[src/rtl/instr_fetch_unit_pkg.sv]
// Shared types and constants for the instruction fetch unit and its queue.
package instr_fetch_unit_pkg;

    localparam logic [63:0] RESET_PC_DEFAULT = 64'h0000_0000_8000_0000;
    localparam int unsigned FETCH_BYTES      = 8;

    typedef enum logic [1:0] {
        ST_IDLE,
        ST_REQ,
        ST_WAIT,
        ST_DROP
    } fetch_state_e;

    typedef struct packed {
        logic [63:0] pc;
        logic [31:0] instr;
    } fetch_entry_t;

    function automatic logic [63:0] line_base(input logic [63:0] addr);
        return {addr[63:3], 3'b000};
    endfunction

endpackage

[src/rtl/instr_fetch_unit_fifo.sv]
// Instruction queue: synchronous FIFO with two ordered write ports (a before b),
// one read port, flush, and a combinational head entry.
module inst_fifo
    import instr_fetch_unit_pkg::*;
#(
    parameter int unsigned DEPTH = 8,
    localparam int unsigned AW   = $clog2(DEPTH)
) (
    input  logic         clock,
    input  logic         reset_n,
    input  logic         flush_i,
    input  logic         wr_en_a_i,
    input  fetch_entry_t wr_data_a_i,
    input  logic         wr_en_b_i,
    input  fetch_entry_t wr_data_b_i,
    input  logic         rd_en_i,
    output logic         empty_o,
    output logic [AW:0]  count_o,
    output fetch_entry_t head_o
);

    fetch_entry_t  mem_q [DEPTH];
    logic [AW-1:0] wr_ptr_q, wr_ptr_d;
    logic [AW-1:0] rd_ptr_q, rd_ptr_d;
    logic [AW:0]   count_q, count_d;
    logic [AW-1:0] slot_b;
    logic          do_pop;

    assign empty_o = (count_q == '0);
    assign count_o = count_q;
    assign head_o  = mem_q[rd_ptr_q];
    assign do_pop  = rd_en_i && !empty_o;
    // Port b lands directly behind port a when both write in the same cycle.
    assign slot_b  = wr_ptr_q + AW'(wr_en_a_i);

    always_comb begin
        wr_ptr_d = wr_ptr_q + AW'(wr_en_a_i) + AW'(wr_en_b_i);
        rd_ptr_d = rd_ptr_q + AW'(do_pop);
        count_d  = count_q + (AW+1)'(wr_en_a_i) + (AW+1)'(wr_en_b_i) - (AW+1)'(do_pop);
        if (flush_i) begin
            wr_ptr_d = '0;
            rd_ptr_d = '0;
            count_d  = '0;
        end
    end

    always_ff @(posedge clock or negedge reset_n) begin
        if (!reset_n) begin
            wr_ptr_q <= '0;
            rd_ptr_q <= '0;
            count_q  <= '0;
        end else begin
            wr_ptr_q <= wr_ptr_d;
            rd_ptr_q <= rd_ptr_d;
            count_q  <= count_d;
        end
    end

    // NOTE: storage has no reset; entries are only observed through count_q,
    // which is reset, so clearing the array would only cost flops.
    always_ff @(posedge clock) begin
        if (!flush_i) begin
            if (wr_en_a_i) mem_q[wr_ptr_q] <= wr_data_a_i;
            if (wr_en_b_i) mem_q[slot_b]   <= wr_data_b_i;
        end
    end

endmodule

[src/rtl/instr_fetch_unit.sv]
// Instruction fetch unit: one-outstanding 8-byte line fetch feeding an instruction queue.
// Optional macro FETCH_PERF_EN adds the perf_empty_cycles counter output.
module instr_fetch_unit
    import instr_fetch_unit_pkg::*;
#(
    parameter int unsigned FIFO_DEPTH = 8,
    parameter logic [63:0] RESET_PC   = RESET_PC_DEFAULT
) (
    input  logic        clock,
    input  logic        reset_n,
    output logic        imem_req_valid,
    input  logic        imem_req_ready,
    output logic [63:0] imem_req_addr,
    input  logic        imem_resp_valid,
    input  logic [63:0] imem_resp_data,
    input  logic        redirect_valid,
    input  logic [63:0] redirect_target,
    input  logic        fifo_read_en,
    output logic        fifo_empty,
    output logic [31:0] fifo_data_out,
    output logic [63:0] fifo_pc_out
`ifdef FETCH_PERF_EN
    ,
    output logic [31:0] perf_empty_cycles
`endif
);

    localparam int unsigned AW = $clog2(FIFO_DEPTH);

    fetch_state_e state_q, state_d;
    logic [63:0]  fetch_pc_q, fetch_pc_d;
    logic [AW:0]  count;
    logic         has_room;
    logic         push_lo, push_hi, flush, pop;
    fetch_entry_t entry_lo, entry_hi, head;
    logic         unused_target_bits;

    assign unused_target_bits = ^redirect_target[1:0];

    assign has_room      = (count <= (AW+1)'(FIFO_DEPTH - 2));
    assign imem_req_addr = line_base(fetch_pc_q);
    assign pop           = fifo_read_en && !redirect_valid;

    assign entry_lo = '{pc: line_base(fetch_pc_q),          instr: imem_resp_data[31:0]};
    assign entry_hi = '{pc: line_base(fetch_pc_q) | 64'h4, instr: imem_resp_data[63:32]};

    always_comb begin
        state_d        = state_q;
        fetch_pc_d     = fetch_pc_q;
        imem_req_valid = 1'b0;
        push_lo        = 1'b0;
        push_hi        = 1'b0;
        flush          = 1'b0;

        unique case (state_q)
            ST_IDLE: if (has_room) state_d = ST_REQ;
            ST_REQ: begin
                imem_req_valid = 1'b1;
                if (imem_req_ready) state_d = ST_WAIT;
            end
            ST_WAIT: begin
                if (imem_resp_valid) begin
                    push_lo    = !fetch_pc_q[2];
                    push_hi    = 1'b1;
                    fetch_pc_d = line_base(fetch_pc_q) + 64'(FETCH_BYTES);
                    state_d    = ST_IDLE;
                end
            end
            ST_DROP: if (imem_resp_valid) state_d = ST_IDLE;
            default: state_d = ST_IDLE;
        endcase

        // A redirect overrides everything; if a response is still owed the
        // FSM parks in DROP so that stale line never reaches the queue.
        if (redirect_valid) begin
            flush      = 1'b1;
            push_lo    = 1'b0;
            push_hi    = 1'b0;
            fetch_pc_d = {redirect_target[63:2], 2'b00};
            unique case (state_q)
                ST_REQ:  state_d = imem_req_ready  ? ST_DROP : ST_IDLE;
                ST_WAIT: state_d = imem_resp_valid ? ST_IDLE : ST_DROP;
                ST_DROP: state_d = imem_resp_valid ? ST_IDLE : ST_DROP;
                default: state_d = ST_IDLE;
            endcase
        end
    end

    // NOTE: sequential state uses non-blocking assignments only; the comb block
    // above uses blocking ones and gives every output a default to avoid latches.
    always_ff @(posedge clock or negedge reset_n) begin
        if (!reset_n) begin
            state_q    <= ST_IDLE;
            fetch_pc_q <= RESET_PC;
        end else begin
            state_q    <= state_d;
            fetch_pc_q <= fetch_pc_d;
        end
    end

    inst_fifo #(
        .DEPTH (FIFO_DEPTH)
    ) u_inst_fifo (
        .clock       (clock),
        .reset_n     (reset_n),
        .flush_i     (flush),
        .wr_en_a_i   (push_lo),
        .wr_data_a_i (entry_lo),
        .wr_en_b_i   (push_hi),
        .wr_data_b_i (entry_hi),
        .rd_en_i     (pop),
        .empty_o     (fifo_empty),
        .count_o     (count),
        .head_o      (head)
    );

    assign fifo_data_out = head.instr;
    assign fifo_pc_out   = head.pc;

`ifdef FETCH_PERF_EN
    logic [31:0] perf_q;

    always_ff @(posedge clock or negedge reset_n) begin
        if (!reset_n) begin
            perf_q <= '0;
        end else if (fifo_empty && (perf_q != 32'hFFFF_FFFF)) begin
            perf_q <= perf_q + 32'd1;
        end
    end

    assign perf_empty_cycles = perf_q;
`endif

endmodule

[config.mk]
export PLATFORM = sky130hd
export DESIGN_NAME = instr_fetch_unit
export DESIGN_NICKNAME = d
export VERILOG_FILES = /design/src/rtl/instr_fetch_unit_pkg.sv /design/src/rtl/instr_fetch_unit_fifo.sv /design/src/rtl/instr_fetch_unit.sv
export SDC_FILE = /design/constraint.sdc
export NUM_CORES = 1
export LEC_CHECK = 0
export CAP_MARGIN = 40
export CORE_UTILIZATION = 48
export DETAILED_ROUTE_END_ITERATION = 6
export DONT_BUFFER_PORTS = 1
export HOLD_SLACK_MARGIN = 0.12
export PLACE_DENSITY = 0.65
export SYNTH_ARGS = -nofsm -noshare
export SYNTH_HDL_FRONTEND = slang
export SYNTH_SLANG_ARGS = --single-unit
export TNS_END_PERCENT = 50
[constraint.sdc]
create_clock -name clock -period 4.95 [get_ports clock]
set_input_delay 0.99 -clock clock [delete_from_list [all_inputs] [get_ports clock]]
set_output_delay 0.99 -clock clock [all_outputs]
set_load 0.05 [all_outputs]
==> results by group, run 1 <==
Run status
  • Status: completed

Synth
  • Cells after synthesis: 2,789
  • Register bit count reported by yosys: 826
  • Top FF cell, synth: edfxtp_1
  • EDFF count, synth: ~740
  • Seq/Total Area, Yosys: about three fifths
  • Synth unique cells: 65
  • Yosys Warn Count: 0
  • Synth async-reset ratio: 8.96%
  • Post-Syn Area: roughly 40,000 sq um
  • Mean post-synth cell area: roughly 14 sq um

Timing
  • Max Freq: around 260 MHz
  • Worst Tran Pin Value: around 0.9 ns
  • Final setup violation count: 0
  • Final Skew: about 0.022 ns
  • Pins Over Slew Limit: 0
  • RSZ-0062 raised after global routing: false
  • Slew HR: about two fifths
  • Period utilization: roughly 78%
  • Final hold slack: approximately 0.2 ns
  • Final hold vios: 0
  • Final Critical Period: 3.88 ns

Clocking
  • CTS tree: done
  • Hold Buf Count CTS: 1
  • Worst-path clk slew: about 0.060 ns
  • Post-CTS sizing: 0
  • Clk_lat worst skew: between 0.6 and 0.7 ns
  • CTS Buf Count: 90
  • Post-CTS setup buffers: 0
  • CTS H-tree depth: 3
  • Root buffer cell: clkbuf_16
  • Clk sink count: 826
  • Maximum clock path buffer count: 3

Power
  • Net Switching: around 5.2 mW
  • Switch share: between 20 and 30%
  • Clock power share: between 30% and 40%
  • Internal power: 12.8 mW
  • Maximum VDD drop: roughly 0.00032 V
  • Sequential share of power: approximately 45%
  • Leak: ~15 nW
  • Comb pwr share: approximately 18%
  • Pwr dens: slightly above 400 nW/um^2
  • Pwr Total: 18.0 mW

Floorplan
  • Die W: between 200 and 300 um
  • Core Box Area: approximately 82,000 sq um
  • Io pins: roughly 300
  • Row count: approximately 110
  • Die area: ~84,000 sq um
  • Initial Util: between 40% and 50%
  • Die Y: just under 300 um

Routing
  • Via count: between 20,000 and 25,000
  • Remaining DRCs: 0
  • Drt wl/cell: between 20 and 30 um
  • Via density: 6.19
  • Detailed Route Iter0 Violations: 2,064
  • Routed Antenna Nets: 0
  • First-pass iteration count of the detailed router: 6
  • Final WL: 106,000 um

Hold path
  • Hold Path Class: primary input to asynchronous set/reset pin

GRT
  • Total GRT Usage: between 20% and 30%
  • Initial antenna violation count: 5
  • Number of global-route vias before repair: around 24,000
  • First-pass GRT wire length: 156,000 um
  • Largest net degree at the start of global routing: between 100 and 150
  • Grt total ovfl: 0

Job
  • Max-cap violation count: 0

Placement
  • Placed inst area: 41,200 sq um
  • I/O Buffers: 0
  • HPWL Detailed: about 64,000 um
  • Placer congestion estimate: around 0.86
  • # placed instances: about 3,600

Critical path
  • Max FO, Critical Path: between 60 and 70
  • Startpoint Class: register
  • Crit path DAT: between 4 and 5 ns
  • Critical Path RT: 5.25 ns
  • Setup CP Type: register to register
  • Worst Setup End Kind: register

Layout
  • Share of layout cells above drive strength 1: a little over a fifth
  • Fillers: between 6,000 and 7,000
  • Multi-input logic area: between 10,000 and 15,000 sq um
  • Area growth, synth to finish: 11.2%
  • Final cell count without fillers: 3,773
  • Design Area, Final: between 40,000 and 50,000 sq um
  • Final net count: 2,772
  • Register area: between 20,000 and 25,000 sq um
-- worst max-delay path, cell delays in order (launching register included) --
cell and delay (ns):
dfrtp_1 0.44, nand4bb_1 0.47, inv_2 0.31, nand2b_1 0.13
inv_1 0.08, ha_1 0.15, ha_1 0.37, nor4_4 0.51
nor2_4 0.10, inv_6 0.59, buf_12 0.36
-- sequential cells by signal, indices dropped and copies added, names as in the netlist --
| signal | cells |
|---|---|
| state_q | 2 |
| u_inst_fifo.wr_ptr_q | 3 |
| u_inst_fifo.mem_q | 752 |
| u_inst_fifo.rd_ptr_q | 3 |
| u_inst_fifo.count_o | 4 |
| fetch_pc_q | 62 |
-- layer usage --
| layer | track usage [%] | vias to the layer above | share of wire (%) |
|---|---|---|---|
| met5 | 0 | - | 0.0085 |
| met4 | 7.21 | 2 | 2.5 |
| met3 | 6.43 | 182 | 9.5 |
| met2 | 43.3 | 1098 | 50 |
| met1 | 31.4 | 12000 | 38 |
| li1 | - | 10000 | - |
-- area by class of cell --
| type | instances | share of cell area, % |
|---|---|---|
| Antenna cell | 2 | 0.0113 |
| Clock buffer | 108 | 5.43 |
| Timing Repair Buffer | 105 | 3.65 |
| Multi-Input combinational cell | 1580 | 31.3 |
| Clock inverter | 61 | 1.32 |
| Sequential cell | 826 | 55.1 |
| Tap cell | 1070 | 3.03 |
| Inverter | 21 | 0.221 |
-- cell usage in the layout (no fill, tap or decap), types with 13 or more instances in the layout --
| cell | synthesis | final |
|---|---|---|
| nand4_1 | 26 | 26 |
| nand3_1 | 22 | 22 |
| clkinv_2 | 0 | 25 |
| buf_4 | 72 | 46 |
| nor3_1 | 19 | 19 |
| o21ai_0 | 85 | 85 |
| buf_12 | 0 | 29 |
| nand2_1 | 178 | 178 |
| mux2_2 | 99 | 99 |
| nor2_1 | 70 | 57 |
| clkbuf_1 | 188 | 13 |
| mux4_2 | 188 | 188 |
| clkbuf_16 | 0 | 93 |
| buf_16 | 0 | 19 |
| inv_1 | 19 | 15 |
| a22o_1 | 209 | 209 |
| clkinv_1 | 1 | 20 |
| xnor2_1 | 37 | 37 |
| edfxtp_1 | 744 | 744 |
| dfrtp_1 | 73 | 70 |
| nor4_1 | 15 | 13 |
| and2_1 | 245 | 245 |
| xor2_1 | 14 | 13 |
| nor2b_1 | 233 | 233 |
-- kinds of logic after synthesis --
logic type | synth area share (%)
muxes | 13.6
adders and majority gates | 0.478
AOI/OAI and AO/OA | 6.40
buffers and inverters | 4.54
DFF | 61.2
and+or+nand+nor | 12.7
other | 0.00942
xor gates and xnor gates | 1.12
-- through the flow --
| stage | TNS, ns | utilization (%) | setup WS [ns] |
|---|---|---|---|
| 3_5_place_dp | 0 | 50.2 | 0.491 |
| 6_report | 0 | 53.9 | 1.07 |
| 3_3_place_gp | 0 | 49.3 | 0.553 |
| 5_1_grt | 0 | 53.9 | 0.825 |
| 2_1_floorplan | -149.51 | - | -0.555 |
| 4_1_cts | 0 | 53.8 | 1.01 |
-- cell usage after synthesis (all sizes together), types with 4 or more instances --
library cell / count / area share [%]
o21ai: 97 / 1.2
mux2: 99 / 2.8
dfxtp: 8 / 0.40
mux4: 188 / 11
or2: 4 / 0.063
mux2i: 6 / 0.15
edfxtp: 744 / 56
a31oi: 8 / 0.13
nor3: 24 / 0.36
buf: 161 / 2.4
xor2: 14 / 0.31
a22o: 209 / 4.6
a21o: 8 / 0.15
nand2: 179 / 1.7
or4: 13 / 0.26
nand3: 23 / 0.32
nor2b: 233 / 3.7
and2: 245 / 3.9
nor4: 24 / 0.56
nor2: 70 / 0.66
or3: 10 / 0.16
and3: 7 / 0.11
clkbuf: 205 / 2.0
inv: 20 / 0.19
dfrtp: 73 / 4.6
and4: 6 / 0.13
xnor2: 37 / 0.81
ha: 12 / 0.38
nand4: 29 / 0.50
-- path summary, 6_finish.rpt --
| check | from | to | slack (ns) | cells past startpoint |
|---|---|---|---|---|
| worst min register to register | u_inst_fifo.mem_q[2][32] | u_inst_fifo.mem_q[2][32] | 0.45 | 1 |
| worst max register to register | state_q[0] | u_inst_fifo.mem_q[4][9] | 1.07 | 10 |
| worst max-delay path | state_q[0] | u_inst_fifo.mem_q[4][9] | 1.07 | 10 |
| worst min-delay path | reset_n | fetch_pc_q[31] | 0.19 | 0 |
| min in group clock | redirect_valid | fetch_pc_q[31] | 0.43 | 1 |
| max in group asynchronous | reset_n | u_inst_fifo.rd_ptr_q[2] | 4.31 | 1 |
-- power by group through the flow --
| stage | Sequential (mW) | Clock [mW] | Combinational (mW) |
|---|---|---|---|
| detailed placement | 8.20 | 0 | 3.23 |
| global placement | 8.28 | 0 | 3.00 |
| floorplan | 7.98 | 0 | 2.81 |
| CTS | 8.06 | 6.85 | 3.26 |
| finish | 8.05 | 6.76 | 3.21 |
| global route | 8.08 | 7.13 | 3.38 |
Note: power is estimated with default switching activity, not from simulation.
==> run 2: changes to the inputs <==
--- a/config.mk
+++ b/config.mk
@@ -10,7 +10,6 @@
 export DETAILED_ROUTE_END_ITERATION = 6
 export DONT_BUFFER_PORTS = 1
 export HOLD_SLACK_MARGIN = 0.12
-export PLACE_DENSITY = 0.65
 export SYNTH_ARGS = -nofsm -noshare
 export SYNTH_HDL_FRONTEND = slang
 export SYNTH_SLANG_ARGS = --single-unit
==> constraint.sdc (replaced) <==
create_clock -name clock -period 3.9 [get_ports clock]
set_input_delay 0.78 -clock clock [delete_from_list [all_inputs] [get_ports clock]]
set_output_delay 0.78 -clock clock [all_outputs]
set_load 0.05 [all_outputs]
==> run 2 against run 1 <==
Compared with the run above:
- critical path depth shrank 7
- non-clock buffer count is 29 higher
- global-route usage grew 0.68 points
- flip-flop and latch count unchanged
- clock power up 20%
- first-iteration DRC count fell by 2.4%
- clock skew increased by 0.0032 ns
- wire length up 2.3%
- total power increased by 24%
- worst hold slack gained 0.060 ns
- die area is the same
- final area decreased by 0.32%
- critical endpoint is now fifo_pc_out[9]
==> results by group, run 2 (synthesized netlist as in run 1, its figures left out) <==
Hold path
  • Hold Path Class: primary input to register
  • Worst Hold Depth: 1
  • Hold path endpoint: fetch_pc_q[3]
  • Hold Startpoint: redirect_valid

Timing
  • Final hold vios: 0
  • Final Critical Period: 3.59 ns
  • Max Freq: 279 MHz
  • RSZ-0062 raised after global routing: false
  • Final setup violation count: 0
  • Slew HR: approximately two fifths
  • Period utilization: 92.0%
  • Pins Over Slew Limit: 0
  • Worst Tran Pin Value: 0.926 ns
  • Sum of negative setup slack: 0 ns
  • Worst setup margin: 0.310 ns
  • Final Skew: ~0.025 ns

Power
  • Maximum VDD drop: approximately 0.00032 V
  • Pwr dens: about 510 nW/um^2
  • Leak: roughly 15 nW
  • Pwr Total: 22.4 mW

GRT
  • Grt total ovfl: 0
  • Largest net degree at the start of global routing: ~120
  • First-pass GRT wire length: between 150,000 and 200,000 um
  • Total GRT Usage: between 20% and 30%
  • Number of global-route vias before repair: 24,100
  • Initial antenna violation count: 6

Critical path
  • Setup CP Type: register to output pin
  • Crit path DAT: 2.81 ns
  • Max FO, Critical Path: 40
  • Startpoint Class: register
  • Critical Path RT: 3.12 ns
  • Critical path startpoint: u_inst_fifo.rd_ptr_q[1]
  • Worst Setup End Kind: output pin
  • Reg2reg setup slack: about 0.63 ns
  • Reg2Reg Capture Point: u_inst_fifo.mem_q[4][41]
  • RR Startpoint: state_q[0]
  • R2R depth: 12

Layout
  • Most frequent cells in the layout: edfxtp_1 (744), and2_1 (245), nor2b_1 (233)
  • Design Area, Final: around 44,000 sq um
  • Commonest non-fill, non-tap cell in the layout: edfxtp_1
  • Largest reg by FF count: u_inst_fifo.mem_q
  • Fillers: roughly 6,600
  • Final net count: between 2,000 and 3,000
  • Share of layout cells above drive strength 1: 22.1%
  • Max reg flops: 752
  • Area growth, synth to finish: 10.8%

Floorplan
  • Die W: 290 um
  • Initial Util: between 40% and 50%
  • Io pins: between 200 and 300
  • Die Y: 290 um
  • Die area: 84,100 sq um
  • Core Box Area: 82,100 sq um
  • Row count: roughly 110

Routing
  • Routed Antenna Nets: 0
  • Drt wl/cell: between 20 and 30 um
  • Via density: between 6 and 7
  • Detailed Route Iter0 Violations: about 2,000
  • Via count: 23,300
  • Remaining DRCs: 0
  • Final WL: about 110,000 um
  • First-pass iteration count of the detailed router: 5

Clocking
  • Post-CTS sizing: 0
  • CTS Buf Count: a little under 90
  • CTS H-tree depth: 3
  • CTS tree: done
  • Clk sink count: between 800 and 900
  • Maximum clock path buffer count: 3
  • Clk_lat worst skew: about 0.64 ns
  • Worst-path clk slew: 0.06 ns
  • Root buffer cell: clkbuf_16

Placement
  • Pre-CTS setup slack: ~0.3 ns
  • Placed inst area: 41,300 sq um
  • Placer congestion estimate: roughly 0.8
  • I/O Buffers: 0
  • HPWL Detailed: between 60,000 and 70,000 um

Job
  • Max-cap violation count: 0

Run status
  • Status: completed
==> run 2: cell types whose count changed in the layout (fill, tap and decap cells not counted), moves of 4 or more <==
cell       delta
buf_4        +33
buf_16       -16
buf_12       +14
clkinv_2      -9
buf_8         -6
nor2_2        +6
nor2_4        -6
clkinv_1      +5
clkbuf_16     -4
==> run 2: area by class of cell <==
type	count	area, sq um	area share (%)
Antenna cell	5	12.5	0.0284
Clock buffer	107	2310	5.25
Timing Repair Buffer	134	1660	3.75
Sequential cell	826	24400	55.3
Tap cell	1070	1340	3.04
Clock inverter	53	432	0.979
Inverter	21	101	0.230
Multi-Input combinational cell	1580	13900	31.5
==> run 2: worst max path at each step <==
| stage | endpoint | slack, ns | cells after the start |
|---|---|---|---|
| floorplan | u_inst_fifo.mem_q[1][0] | -0.31 | 13 |
| CTS | fifo_pc_out[15] | 0.28 | 3 |
| global placement | u_inst_fifo.mem_q[2][27] | 0.34 | 12 |
| detailed placement | u_inst_fifo.mem_q[4][85] | 0.29 | 12 |
| finish | fifo_pc_out[9] | 0.31 | 3 |
| global route | fifo_pc_out[16] | 0.24 | 3 |
==> run 2: per-stage QoR <==
step,hold slack [ns],utilization [%],cells
floorplan,0.421,-,2793
global placement,0.434,50.1,3619
detailed placement,0.439,50.3,3628
CTS,0.197,53.7,3790
global route,0.235,53.7,3791
finish,0.254,53.7,3796
==> run 2: report_power, final <==
group | internal, mW | switching (mW)
sequential | 9.82 | 0.314
clock | 4.67 | 3.44
combinational | 1.33 | 2.80
total | 15.8 | 6.55
==> run 2: routing by layer <==
metal | global-route usage [%] | share of wire, %
met2 | 43.4 | 49
met3 | 6.82 | 8.6
met1 | 33.1 | 40
met4 | 7.34 | 2.7
met5 | 0 | 0.048
==> run 2: worst max-delay path: stages, from the launching register on <==
cell	delay (ns)
dfrtp_4	0.97
buf_4	0.40
mux4_2	0.36
mux2_2	0.42
==> run 2: repair_timing <==
| item | CTS | global route |
|---|---|---|
| setup endpoints to repair | 0 | 0 |
| hold buffers | 2 | 0 |
| hold endpoints to repair | 74 | 0 |
| setup buffers | 0 | 0 |
==> run 3: changes to the inputs <==
--- a/config.mk
+++ b/config.mk
@@ -6,6 +6,7 @@
 export NUM_CORES = 1
 export LEC_CHECK = 0
 export CAP_MARGIN = 40
+export CORE_MARGIN = 2
 export CORE_UTILIZATION = 48
 export DETAILED_ROUTE_END_ITERATION = 6
 export DONT_BUFFER_PORTS = 1
==> run 3 against run 2 <==
Compared with the run above:
- sequential share of layout area is 0.22 points lower
- fmax is 3.1% lower
- clock skew is 0.0072 ns higher
- via count is 0.15% higher
- critical path depth stayed put
- flip-flop and latch count stayed put
- total power is 1.5% higher
- utilization is 0.21 points higher
- non-clock buffer count is 2 higher
- critical path type unchanged
- final area is 0.39% higher
- combinational power is 1% higher
==> results by group, run 3 (synthesized netlist as in run 1, its figures left out) <==
Routing
  • Via count: about 23,000
  • Detailed Route Iter0 Violations: between 2,000 and 2,500
  • Via density: approximately 6.1
  • First-pass iteration count of the detailed router: 5
  • Drt wl/cell: 29.0 um
  • Routed Antenna Nets: 0
  • Final WL: between 100,000 and 150,000 um
  • Remaining DRCs: 0

Power
  • Net Switching: roughly 6.6 mW
  • Clock power share: between 30% and 40%
  • Pwr dens: 513 nW/um^2
  • Leak: 15.4 nW
  • Comb pwr share: between 10% and 20%
  • Maximum VDD drop: 0.000339 V
  • Switch share: 29.1%
  • Internal power: between 15 and 20 mW
  • Sequential share of power: between 40% and 50%

Clocking
  • CTS H-tree depth: 3
  • Clk sink count: about 830
  • Post-CTS sizing: 0
  • Worst-path clk slew: around 0.060 ns
  • CTS Buf Count: 90
  • Root buffer cell: clkbuf_16
  • Clk_lat worst skew: approximately 0.64 ns
  • Maximum clock path buffer count: 3
  • CTS tree: done

Floorplan
  • Initial Util: between 40% and 50%
  • Die W: between 200 and 300 um
  • Die area: 85,200 sq um
  • Io pins: around 300
  • Core Box Area: between 80,000 and 90,000 sq um
  • Row count: ~110
  • Die Y: roughly 300 um

Layout
  • Multi-input logic area: between 10,000 and 15,000 sq um
  • Design Area, Final: between 40,000 and 50,000 sq um
  • Register area: roughly 24,000 sq um
  • Fin util: between 50% and 60%
  • Area growth, synth to finish: 11.3%
  • Fillers: 6,550
  • Share of layout cells above drive strength 1: between 20% and 30%
  • Largest reg by FF count: u_inst_fifo.mem_q
  • Commonest non-fill, non-tap cell in the layout: edfxtp_1
  • Max reg flops: about 750
  • Most frequent cells in the layout: edfxtp_1 (744), and2_1 (245), nor2b_1 (233)
  • Final net count: between 2,000 and 3,000

GRT
  • Largest net degree at the start of global routing: 119
  • Initial antenna violation count: 11
  • Met3 Resource Use GR: around 6.4%
  • Met1 GRT Util: approximately a third
  • Most Crowded Layer GR: met2
  • Grt total ovfl: 0
  • Met2 GRT Util: 44.0%
  • First-pass GRT wire length: between 150,000 and 200,000 um
  • Number of global-route vias before repair: between 20,000 and 25,000
  • Total GRT Usage: about a quarter

Timing
  • Final Skew: about 0.032 ns
  • Period utilization: approximately 95%
  • Slew HR: 38.9%
  • Max Freq: around 270 MHz
  • Final hold vios: 0
  • Pins Over Slew Limit: 0
  • RSZ-0062 raised after global routing: false
  • Final setup violation count: 0
  • Final Critical Period: 3.70 ns
  • Worst Tran Pin Value: between 0.9 and 1 ns

Critical path
  • Critical Path RT: 3.12 ns
  • Reg2reg setup slack: around 0.66 ns
  • Reg2Reg Capture Point: u_inst_fifo.mem_q[4][89]
  • Worst Setup End Kind: output pin
  • RR Startpoint: state_q[0]
  • Max FO, Critical Path: 30
  • Startpoint Class: register
  • Crit path DAT: 2.92 ns
  • R2R depth: 11
  • Setup CP Type: register to output pin

Placement
  • Placer congestion estimate: around 0.83
  • Placed inst area: approximately 41,000 sq um
  • I/O Buffers: 0
  • HPWL Detailed: 65,500 um

Job
  • Max-cap violation count: 0

Run status
  • Status: completed

Hold path
  • Hold Path Class: primary input to register
  • Hold Startpoint: redirect_valid
  • Worst Hold Depth: 1
  • Hold path endpoint: u_inst_fifo.rd_ptr_q[0]
## run 3: worst max-delay path by stage
| stage | to | cells past startpoint | slack [ns] | from |
|---|---|---|---|---|
| floorplan | u_inst_fifo.mem_q[1][0] | 13 | -0.31 | redirect_valid |
| global placement | u_inst_fifo.mem_q[5][4] | 11 | 0.36 | redirect_valid |
| detailed placement | u_inst_fifo.mem_q[4][13] | 11 | 0.37 | redirect_valid |
| CTS | fifo_pc_out[46] | 3 | 0.13 | u_inst_fifo.rd_ptr_q[0] |
| global route | fifo_pc_out[16] | 3 | 0.08 | u_inst_fifo.rd_ptr_q[0] |
| finish | fifo_pc_out[46] | 3 | 0.20 | u_inst_fifo.rd_ptr_q[0] |
## run 3: metrics by stage
| stage | instances | setup TNS, ns | worst slack [ns] | total power [mW] | hold slack, ns |
|---|---|---|---|---|---|
| floorplan | 2793 | -129.18 | -0.308 | 13.7 | 0.421 |
| global placement | 3623 | 0 | 0.359 | 14.5 | 0.430 |
| detailed placement | 3631 | 0 | 0.370 | 14.5 | 0.443 |
| CTS | 3797 | 0 | 0.127 | 22.9 | 0.195 |
| global route | 3797 | 0 | 0.0805 | 23.4 | 0.210 |
| finish | 3802 | 0 | 0.198 | 22.7 | 0.239 |
## run 3: critical path, stage by stage (launching register included)
cell     delay (ns)
dfrtp_4        0.89
buf_12         0.36
mux4_2         0.57
mux2_2         0.43
## run 3: power by group through the flow
stage	Clock (mW)	Combinational, mW	Sequential, mW
6_report	8.40	4.19	10.1
3_3_place_gp	0	4.14	10.3
3_5_place_dp	0	4.22	10.3
5_1_grt	8.87	4.39	10.2
4_1_cts	8.55	4.26	10.1
2_1_floorplan	0	3.59	10.1
## run 3: area by class of cell
cell class	count	share of cell area (%)
Tap cell	1070	3.02
Clock buffer	122	5.69
Clock inverter	42	0.842
Multi-Input combinational cell	1580	31.4
Sequential cell	826	55.0
Antenna cell	5	0.0283
Timing Repair Buffer	136	3.79
Inverter	21	0.229
## run 3: timing repair
item / in CTS / in global routing
endpoints found under the hold margin: 74 / 0
hold buffers: 2 / 0
endpoints found under the setup margin: 0 / 0
buffers inserted: 0 / 0
## run 3: metal layers
metal	vias to the layer above	share of wire, %	wire [um]
met4	14	2.0	2210
met3	161	8.9	9840
met2	952	50	54900
li1	10100	-	-
met5	-	0.080	88
met1	12100	39	43200
